$ cat src/rtl/pipe_dbg_ctrl_if.sv
// Register-dump stream between the debug controller and the debug host.
// The controller drives the word, index and done pulse; the host answers with ready.
interface pipe_dbg_ctrl_if;
    localparam int unsigned DATA_W = 32;
    localparam int unsigned IDX_W  = 5;

    logic              dump_valid;
    logic [DATA_W-1:0] dump_data;
    logic [IDX_W-1:0]  dump_idx;
    logic              dump_done;
    logic              dump_ready;

    modport master (output dump_valid, dump_data, dump_idx, dump_done, input dump_ready);
    modport slave  (input dump_valid, dump_data, dump_idx, dump_done, output dump_ready);
endinterface

$ cat src/rtl/pipe_dbg_ctrl.sv
// Run/halt/single-step control and register-file dump for the 5-stage pipeline.
// pipe_en/halted/busy decode directly from state; every other output is registered.
module pipe_dbg_ctrl #(
    parameter bit          RESET_RUN = 1'b1,
    parameter int unsigned RD_LAT    = 1
) (
    input  logic                  clock,
    input  logic                  resetn,
    input  logic                  cmd_run,
    input  logic                  cmd_halt,
    input  logic                  cmd_step,
    input  logic                  cmd_dump,
    input  logic [7:0]            step_n,
    input  logic                  wpcir,
    input  logic [31:0]           testdat,
    output logic                  pipe_en,
    output logic                  halted,
    output logic                  busy,
    output logic [4:0]            testreg,
    output logic [31:0]           adv_cnt,
    pipe_dbg_ctrl_if.master       dump
);
    localparam int unsigned CNT_W  = 8;
    localparam int unsigned IDX_W  = 5;
    localparam int unsigned DATA_W = 32;
    localparam int unsigned LAT_W  = 2;
    localparam int unsigned ADV_W  = 32;

    typedef enum logic [2:0] {
        S_RUN  = 3'd0,
        S_HALT = 3'd1,
        S_STEP = 3'd2,
        S_DRD  = 3'd3,
        S_DOUT = 3'd4
    } state_t;

    localparam state_t RST_STATE = RESET_RUN ? S_RUN : S_HALT;

    state_t              state_q, state_d;
    logic [CNT_W-1:0]    cnt_q, cnt_d;
    logic [IDX_W-1:0]    idx_q, idx_d;
    logic [LAT_W-1:0]    lat_q, lat_d;
    logic                valid_q, valid_d;
    logic [DATA_W-1:0]   data_q, data_d;
    logic [IDX_W-1:0]    didx_q, didx_d;
    logic                done_q, done_d;
    logic [ADV_W-1:0]    adv_q;

    assign pipe_en = (state_q == S_RUN) || (state_q == S_STEP);
    assign halted  = (state_q == S_HALT);
    assign busy    = (state_q == S_DRD) || (state_q == S_DOUT);

    assign testreg         = idx_q;
    assign adv_cnt         = adv_q;
    assign dump.dump_valid = valid_q;
    assign dump.dump_data  = data_q;
    assign dump.dump_idx   = didx_q;
    assign dump.dump_done  = done_q;

    always_ff @(posedge clock or negedge resetn) begin
        if (!resetn) begin
            state_q <= RST_STATE;
            cnt_q   <= '0;
            idx_q   <= '0;
            lat_q   <= '0;
            valid_q <= 1'b0;
            data_q  <= '0;
            didx_q  <= '0;
            done_q  <= 1'b0;
            adv_q   <= '0;
        end else begin
            state_q <= state_d;
            cnt_q   <= cnt_d;
            idx_q   <= idx_d;
            lat_q   <= lat_d;
            valid_q <= valid_d;
            data_q  <= data_d;
            didx_q  <= didx_d;
            done_q  <= done_d;
            if (pipe_en && wpcir) adv_q <= adv_q + ADV_W'(1);
        end
    end

    // Command decode: halt > step > run > dump; run is the only way out of a dump besides completion.
    always_comb begin
        state_d = state_q;
        cnt_d   = cnt_q;
        idx_d   = idx_q;
        lat_d   = lat_q;
        valid_d = valid_q;
        data_d  = data_q;
        didx_d  = didx_q;
        done_d  = 1'b0;
        case (state_q)
            S_RUN: begin
                if (cmd_halt) state_d = S_HALT;
            end
            S_HALT: begin
                if (!cmd_halt) begin
                    if (cmd_step) begin
                        if (step_n != CNT_W'(0)) begin
                            state_d = S_STEP;
                            cnt_d   = step_n;
                        end
                    end else if (cmd_run) begin
                        state_d = S_RUN;
                    end else if (cmd_dump) begin
                        state_d = S_DRD;
                        idx_d   = '0;
                        lat_d   = '0;
                    end
                end
            end
            S_STEP: begin
                if (cmd_halt) begin
                    state_d = S_HALT;
                    cnt_d   = '0;
                end else if (cmd_run) begin
                    state_d = S_RUN;
                    cnt_d   = '0;
                end else if (wpcir) begin
                    // Stall cycles leave the count alone so exactly step_n advances happen.
                    cnt_d = cnt_q - CNT_W'(1);
                    if (cnt_q == CNT_W'(1)) state_d = S_HALT;
                end
            end
            S_DRD: begin
                if (cmd_run) begin
                    state_d = S_RUN;
                    valid_d = 1'b0;
                end else if (lat_q == LAT_W'(RD_LAT)) begin
                    data_d  = testdat;
                    didx_d  = idx_q;
                    valid_d = 1'b1;
                    state_d = S_DOUT;
                end else begin
                    lat_d = lat_q + LAT_W'(1);
                end
            end
            S_DOUT: begin
                if (cmd_run) begin
                    state_d = S_RUN;
                    valid_d = 1'b0;
                end else if (valid_q && dump.dump_ready) begin
                    valid_d = 1'b0;
                    if (idx_q == IDX_W'(31)) begin
                        done_d  = 1'b1;
                        state_d = S_HALT;
                    end else begin
                        idx_d   = idx_q + IDX_W'(1);
                        lat_d   = '0;
                        state_d = S_DRD;
                    end
                end
            end
            default: state_d = RST_STATE;
        endcase
    end
endmodule

$ cat src/flat_wrapper.sv
// flat-port wrapper written by rule: the top's interface ports become plain ports
module pipe_dbg_ctrl_flat 
#(
    parameter bit          RESET_RUN = 1'b1,
    parameter int unsigned RD_LAT    = 1
)
  (clock, resetn, cmd_run, cmd_halt, cmd_step, cmd_dump, step_n, wpcir, testdat, pipe_en, halted, busy, testreg, adv_cnt, dump_dump_valid, dump_dump_data, dump_dump_idx, dump_dump_done, dump_dump_ready);
  pipe_dbg_ctrl_if dump_i ();
  input  logic clock;
  input  logic resetn;
  input  logic cmd_run;
  input  logic cmd_halt;
  input  logic cmd_step;
  input  logic cmd_dump;
  input  logic [7:0] step_n;
  input  logic wpcir;
  input  logic [31:0] testdat;
  output logic pipe_en;
  output logic halted;
  output logic busy;
  output logic [4:0] testreg;
  output logic [31:0] adv_cnt;
  output wire logic [$bits(dump_i.dump_valid)-1:0] dump_dump_valid;
  output wire logic [$bits(dump_i.dump_data)-1:0] dump_dump_data;
  output wire logic [$bits(dump_i.dump_idx)-1:0] dump_dump_idx;
  output wire logic [$bits(dump_i.dump_done)-1:0] dump_dump_done;
  input wire logic [$bits(dump_i.dump_ready)-1:0] dump_dump_ready;
  assign dump_dump_valid = dump_i.dump_valid;
  assign dump_dump_data = dump_i.dump_data;
  assign dump_dump_idx = dump_i.dump_idx;
  assign dump_dump_done = dump_i.dump_done;
  assign dump_i.dump_ready = dump_dump_ready;
  pipe_dbg_ctrl #(.RESET_RUN(RESET_RUN), .RD_LAT(RD_LAT)) u_core (.clock(clock), .resetn(resetn), .cmd_run(cmd_run), .cmd_halt(cmd_halt), .cmd_step(cmd_step), .cmd_dump(cmd_dump), .step_n(step_n), .wpcir(wpcir), .testdat(testdat), .pipe_en(pipe_en), .halted(halted), .busy(busy), .testreg(testreg), .adv_cnt(adv_cnt), .dump(dump_i));
endmodule
$ cat config.mk
export PLATFORM = sky130hd
export DESIGN_NAME = pipe_dbg_ctrl_flat
export DESIGN_NICKNAME = d
export VERILOG_FILES = /design/src/rtl/pipe_dbg_ctrl_if.sv /design/src/rtl/pipe_dbg_ctrl.sv /design/src/flat_wrapper.sv
export SDC_FILE = /design/constraint.sdc
export NUM_CORES = 1
export LEC_CHECK = 0
export CORE_MARGIN = 2
export CORE_UTILIZATION = 41
export DETAILED_ROUTE_END_ITERATION = 12
export GPL_ROUTABILITY_DRIVEN = 0
export PLACE_DENSITY_LB_ADDON = 0.08
export SLEW_MARGIN = 10
export SYNTH_ARGS = -nofsm -noshare
export SYNTH_HDL_FRONTEND = slang
export SYNTH_SLANG_ARGS = --single-unit
export TNS_END_PERCENT = 100
$ cat constraint.sdc
create_clock -name clock -period 4.8 [get_ports clock]
set_input_delay 0.96 -clock clock [delete_from_list [all_inputs] [get_ports clock]]
set_output_delay 0.96 -clock clock [all_outputs]
set_load 0.02 [all_outputs]
==> run metrics <==
Wirelength per Cell=14.3 um; sequential power share=0.424; CORE AREA=9820 sq um; effective utilization at floorplan=0.423; flops & latches, synth=89; drt initial violations=109; Comb pwr share=0.396; top area cells in the synthesized netlist=dfrtp_1, mux2_1, xnor2_1; antenna violations before repair=0; Fmax=303 MHz; post-CTS setup buffers=0; GR Util All Layers=0.169; CP startpoint kind=register; Critical Path AT=2.34 ns; hold_buf cts=0; Hold Worst Slack=0.477 ns; via count=3164; Core Rows=36; DRT antenna net count=0; hold path depth=1; Psw=0.000971 W; Synth Area per Inst=11.4 sq um; Int Power=0.00166 W; Fin. Hold Viols=0; register area share after synthesis=0.536; Post-Route Setup TNS=0 ns; largest net degree at the start of global routing=52; switching portion of total power=0.370; Die X=105 um; prevailing post-synth register cell=dfrtp_1; CTS Sinks=89; CTS clk-pin slew, worst paths=0.09 ns; CTS Buffer Depth=2; HPWL Detailed=6680 um; RSZ-0062 raised after global routing=no; setup slack at placement=1.64 ns; Mapped Area=4160 sq um; Setup CP Type=register to output port; post_cts resized=0; area grow syn2layout=37.3%; fin crit share=0.687; crit path max fanout=19; first-pass GRT wire length=15200 um; Hold Crit Class=register to register; share of cells above drive strength 1=0.0605; DRT Pass-1 Iters=4; most frequent cells in the layout=clkdlybuf4s50_1, dfrtp_1, mux2_1; DIE AREA=11000 sq um; ANT cells=0; CTS tree=yes; Setup Viol. Count Final=0; Via-to-Cell Ratio=5.03; cell count after synthesis=365; PD cells=460 nW/um^2; VDD IR-drop max=244 uV; syn nets=419; Worst Setup End Kind=output port; clk_skew=0.0171 ns; Static Leak=2.50 nW; max-slew violations=0; Clk pwr share=0.180; remaining routing DRC violations=0; Cell variety after synth=46; chip height=105 um; Slew @ Worst Pin=0.924 ns; routed wire length=9020 um; total congestion overflow=0; final layout net count=545; top-area cell type share of the netlist area=0.536; Inserted Clock Buffers=9; Post-synth EDFFs=0; Req. time, crit path=3.84 ns; CTS root buf=clkbuf_8; number of port buffers=126; Final min period=3.30 ns; worst skew pair latency=0.36 ns; vias in the first global route=3086; status=finished, final reports clean; R2R cell count=5; asr flop ratio synth=1.00; cell type with the highest aggregate area in the netlist=dfrtp_1; Top Ports=127; commonest non-fill, non-tap cell in the layout=clkdlybuf4s50_1; Max Cap Viol=0; # H-tree levels=3; worst setup margin=1.50 ns; Yosys Warn Count=0; Slew HR=0.380
layout make-up:
| class | count | area, sq um |
|---|---|---|
| fillers | 881 | 4120 |
| flip-flops and latches | 89 | 2230 |
| multi-input cells | 249 | 1810 |
| repair buffers | 128 | 1270 |
| well taps | 133 | 166 |
| clock buffers | 10 | 128 |
| inverters | 14 | 52.6 |
| clock inverters | 6 | 48.8 |
through the flow:
step	cells	power, W	util	area, sq um
2_1_floorplan	365	0.00170	-	4160
3_3_place_gp	613	0.00216	0.563	5530
3_5_place_dp	613	0.00218	0.563	5530
4_1_cts	629	0.00266	0.581	5700
5_1_grt	629	0.00280	0.581	5700
6_report	629	0.00263	0.581	5700
cell usage after synthesis (all sizes together) (8+ instances only):
master / count
xor2: 12
nand3: 15
inv: 13
dfrtp: 89
mux2: 39
xnor2: 19
a21oi: 12
nor2: 23
nand2: 24
o21ai: 24
buf: 8
cell families (layout without fill, tap and decap cells):
logic type / after synthesis / in the layout / share of synthesized area
xor+xnor: 31 / 31 / 0.0653
mux: 40 / 40 / 0.108
buf+inv: 27 / 158 / 0.0289
flops: 89 / 89 / 0.536
compound gates: 56 / 56 / 0.0843
fa+ha+maj: 6 / 6 / 0.0181
simple gates: 116 / 116 / 0.159
state kept, by name, summed over array words and instances (netlist names):
register,flops
u_core.dump.dump_done,1
u_core.testreg,5
u_core.dump.dump_valid,1
u_core.dump.dump_data,32
u_core.adv_cnt,32
u_core.cnt_q,8
u_core.dump.dump_idx,5
u_core.state_q,3
u_core.lat_q,2
final timing paths:
path | from | end | slack (ns)
max | u_core.state_q[2] | busy | 1.50
min | u_core.adv_cnt[31] | u_core.adv_cnt[31] | 0.48
max reg2reg | u_core.state_q[2] | u_core.cnt_q[7] | 2.43
min reg2reg | u_core.adv_cnt[31] | u_core.adv_cnt[31] | 0.48
max in group asynchronous | resetn | u_core.adv_cnt[28] | 3.22
min in group asynchronous | resetn | u_core.dump.dump_data[21] | 0.63
power by group through the flow:
stage / registers [W] / logic (W) / clock network, W
3_5_place_dp: 0.00113 / 0.00105 / 0
3_3_place_gp: 0.00112 / 0.00104 / 0
4_1_cts: 0.00112 / 0.00105 / 0.000493
5_1_grt: 0.00115 / 0.00112 / 0.000525
2_1_floorplan: 0.00127 / 0.000434 / 0
6_report: 0.00111 / 0.00104 / 0.000473
worst max-delay path, stage by stage, from the launching register on:
cell             delay, ns
dfrtp_1               0.71
nor2b_4               0.32
nand2b_1              0.15
o21a_1                0.16
inv_1                 0.06
clkdlybuf4s50_1       0.59
per-layer routing:
| layer | routed length, um | track usage | vias up | share of wire |
|---|---|---|---|---|
| li1 | - | - | 1544 | - |
| met1 | 4040 | 0.224 | 1523 | 0.45 |
| met2 | 4400 | 0.277 | 86 | 0.49 |
| met3 | 451 | 0.0337 | 11 | 0.050 |
| met4 | 131 | 0.0619 | 0 | 0.015 |
| met5 | 0 | 0 | - | 0 |
Power figures use the tool's default switching activity.
==> RTL change (same flow settings) <==
`RESET_RUN` is set to 1'b1 in 2 places; all go to 1'b0.
--- a/src/rtl/pipe_dbg_ctrl.sv
+++ b/src/rtl/pipe_dbg_ctrl.sv
@@ -1,7 +1,7 @@
 // Run/halt/single-step control and register-file dump for the 5-stage pipeline.
 // pipe_en/halted/busy decode directly from state; every other output is registered.
 module pipe_dbg_ctrl #(
-    parameter bit          RESET_RUN = 1'b1,
+    parameter bit          RESET_RUN = 1'b0,
     parameter int unsigned RD_LAT    = 1
 ) (
     input  logic                  clock,
--- a/src/flat_wrapper.sv
+++ b/src/flat_wrapper.sv
@@ -1,7 +1,7 @@
 // flat-port wrapper written by rule: the top's interface ports become plain ports
 module pipe_dbg_ctrl_flat 
 #(
-    parameter bit          RESET_RUN = 1'b1,
+    parameter bit          RESET_RUN = 1'b0,
     parameter int unsigned RD_LAT    = 1
 )
   (clock, resetn, cmd_run, cmd_halt, cmd_step, cmd_dump, step_n, wpcir, testdat, pipe_en, halted, busy, testreg, adv_cnt, dump_dump_valid, dump_dump_data, dump_dump_idx, dump_dump_done, dump_dump_ready);
Behaviour: not the same (Yosys sat finds a counterexample within 4 cycles, from zero or initial values and one cycle with resetn low).
==> RTL change against the unedited design <==
Fmax is 1.6% higher; sequential share of layout area is 0.17 points lower; synthesized cell count is 3.3% lower; routed wire length is 1.9% higher; power is 7.3% higher; design area is 0.50% higher; die area is 0.26% lower; area after synthesis is 0.27% lower; sequential cell count stayed put; setup slack better by 0.051 ns; largest cell class unchanged; largest power group unchanged.
==> RTL change: results (changes against the unedited design) <==
* # resized after CTS at 0 (unchanged)
* Layout cells sized above 1 at 13.8% (was 6.05%)
* Setup Buffers After CTS at 0 (unchanged)
* Synth warn at 0 (unchanged)
* WHS Endpoint: u_core.adv_cnt[31]$_DFFE_PN0P_ (unchanged)
* Syn_area_per_cell at 11.7 um2 (was 11.4 um2)
* Filler cells at 898 (was 881)
* Final cell count without fillers at 617 (was 629)
* Pleak at 0.00248 uW (was 0.00250 uW)
* # nets final at 533 (was 545)
* Worst-path fanout max at 17 (was 19)
* Switching share of total power at 35.1% (was 37.0%)
* Post-synth cell types at 52 (was 46)
* Iter 0 DRT Violations at 119 (was 109)
* Vias in the first global route at 3041 (was 3086)
* Routed wire length at 9190 um (was 9020 um)
* Worst-Margin Slew at 0.704 ns (was 0.924 ns)
* Clk_lat worst skew at 0.34 ns (was 0.36 ns)
* Fraction of the yosys area taken by sequential cells at 53.8% (was 53.6%)
* GRT Resource Usage Total at 17.3% (was 16.9%)
* Num CTS Buffers at 9 (unchanged)
* Clock Pin Slew Worst Setup and Hold Paths at 0.10 ns
* Largest net degree at the start of global routing at 47 (was 52)
* DR vias/cell at 5.11 (was 5.03)
* Dpl cells at 601 (was 613)
* Peak VDD IR at 0.319 mV (was 0.244 mV)
* Synth area leaders: dfrtp_1, mux2_2, xnor2_1, nand2_1, nand3_1 (was dfrtp_1, mux2_1, xnor2_1, xor2_1, nand2_1)
* ANT cells at 0 (unchanged)
* Critical R2R Launch: u_core.state_q[0]$_DFFE_PN1P_ (was u_core.state_q[2]$_DFFE_PN0P_)
* Clk_skew at 0.0119 ns (was 0.0171 ns)
* CP startpoint: u_core.state_q[2]$_DFFE_PN0P_ (unchanged)
* Data arrival time of the critical path at 2.29 ns (was 2.34 ns)
* Global-route wire length before repair at 15600 um (was 15200 um)
* R2r endpoint: u_core.cnt_q[5]$_DFFE_PN0P_ (was u_core.cnt_q[7]$_DFFE_PN0P_)
* Worst hold path type: reg -> reg (unchanged)
* Syn nets at 407 (was 419)
* Outcome: finished, final reports clean (unchanged)
* Reg2reg setup slack at 2.19 ns (was 2.43 ns)
* DP HPWL at 6550 um (was 6680 um)
* Post-synth top cells: dfrtp_1, mux2_2, nand2_1, xnor2_1, nand3_1 (was dfrtp_1, mux2_1, nand2_1, nor2_1, xnor2_1)
-- RTL change: worst max-delay path, stage by stage, from the launching register on --
cell	delay (ns)
dfrtp_1	0.68
nor3b_4	0.49
a21oi_1	0.10
inv_1	0.08
clkdlybuf4s50_1	0.59
-- RTL change: per-stage QoR --
step	cell area, um2	hold WS (ns)	worst slack (ns)
global route	5730	0.515	1.38
global placement	5510	0.462	1.58
floorplan	4140	0.457	2.43
detailed placement	5510	0.473	1.47
CTS	5730	0.486	1.52
finish	5730	0.480	1.55
-- RTL change: cells by family after synthesis --
group	count (synthesis)	share of synthesized area [%]
compound gates	50	8.39
xor+xnor	32	6.76
fa+ha+maj	6	1.81
buf+inv	22	2.51
flops	89	53.8
mux	42	11.3
simple gates	112	15.4
-- RTL change: layer usage --
layer | routed length [um] | GRT usage (%) | vias up
met1 | 4390 | 25.0 | 1514
met3 | 587 | 4.05 | 8
met5 | 0 | 0 | -
li1 | - | - | 1525
met4 | 79 | 4.92 | 0
met2 | 4130 | 26.1 | 107
-- RTL change: final cells by class --
| cell class | instances | area [um2] | share of cell area [%] |
|---|---|---|---|
| inverter | 9 | 33.8 | 0.589 |
| tap | 133 | 166 | 2.90 |
| multi-input combinational | 242 | 1810 | 31.6 |
| clock buffer | 10 | 128 | 2.23 |
| sequential | 89 | 2230 | 38.9 |
| clock inverter | 6 | 91.3 | 1.59 |
| timing repair buffer | 128 | 1270 | 22.2 |
-- RTL change: power groups by stage --
stage	combinational, uW	sequential, uW	clock [uW]
floorplan	483	1290	0
global route	1200	1180	611
detailed placement	1120	1150	0
CTS	1120	1140	584
global placement	1100	1140	0
finish	1110	1140	566
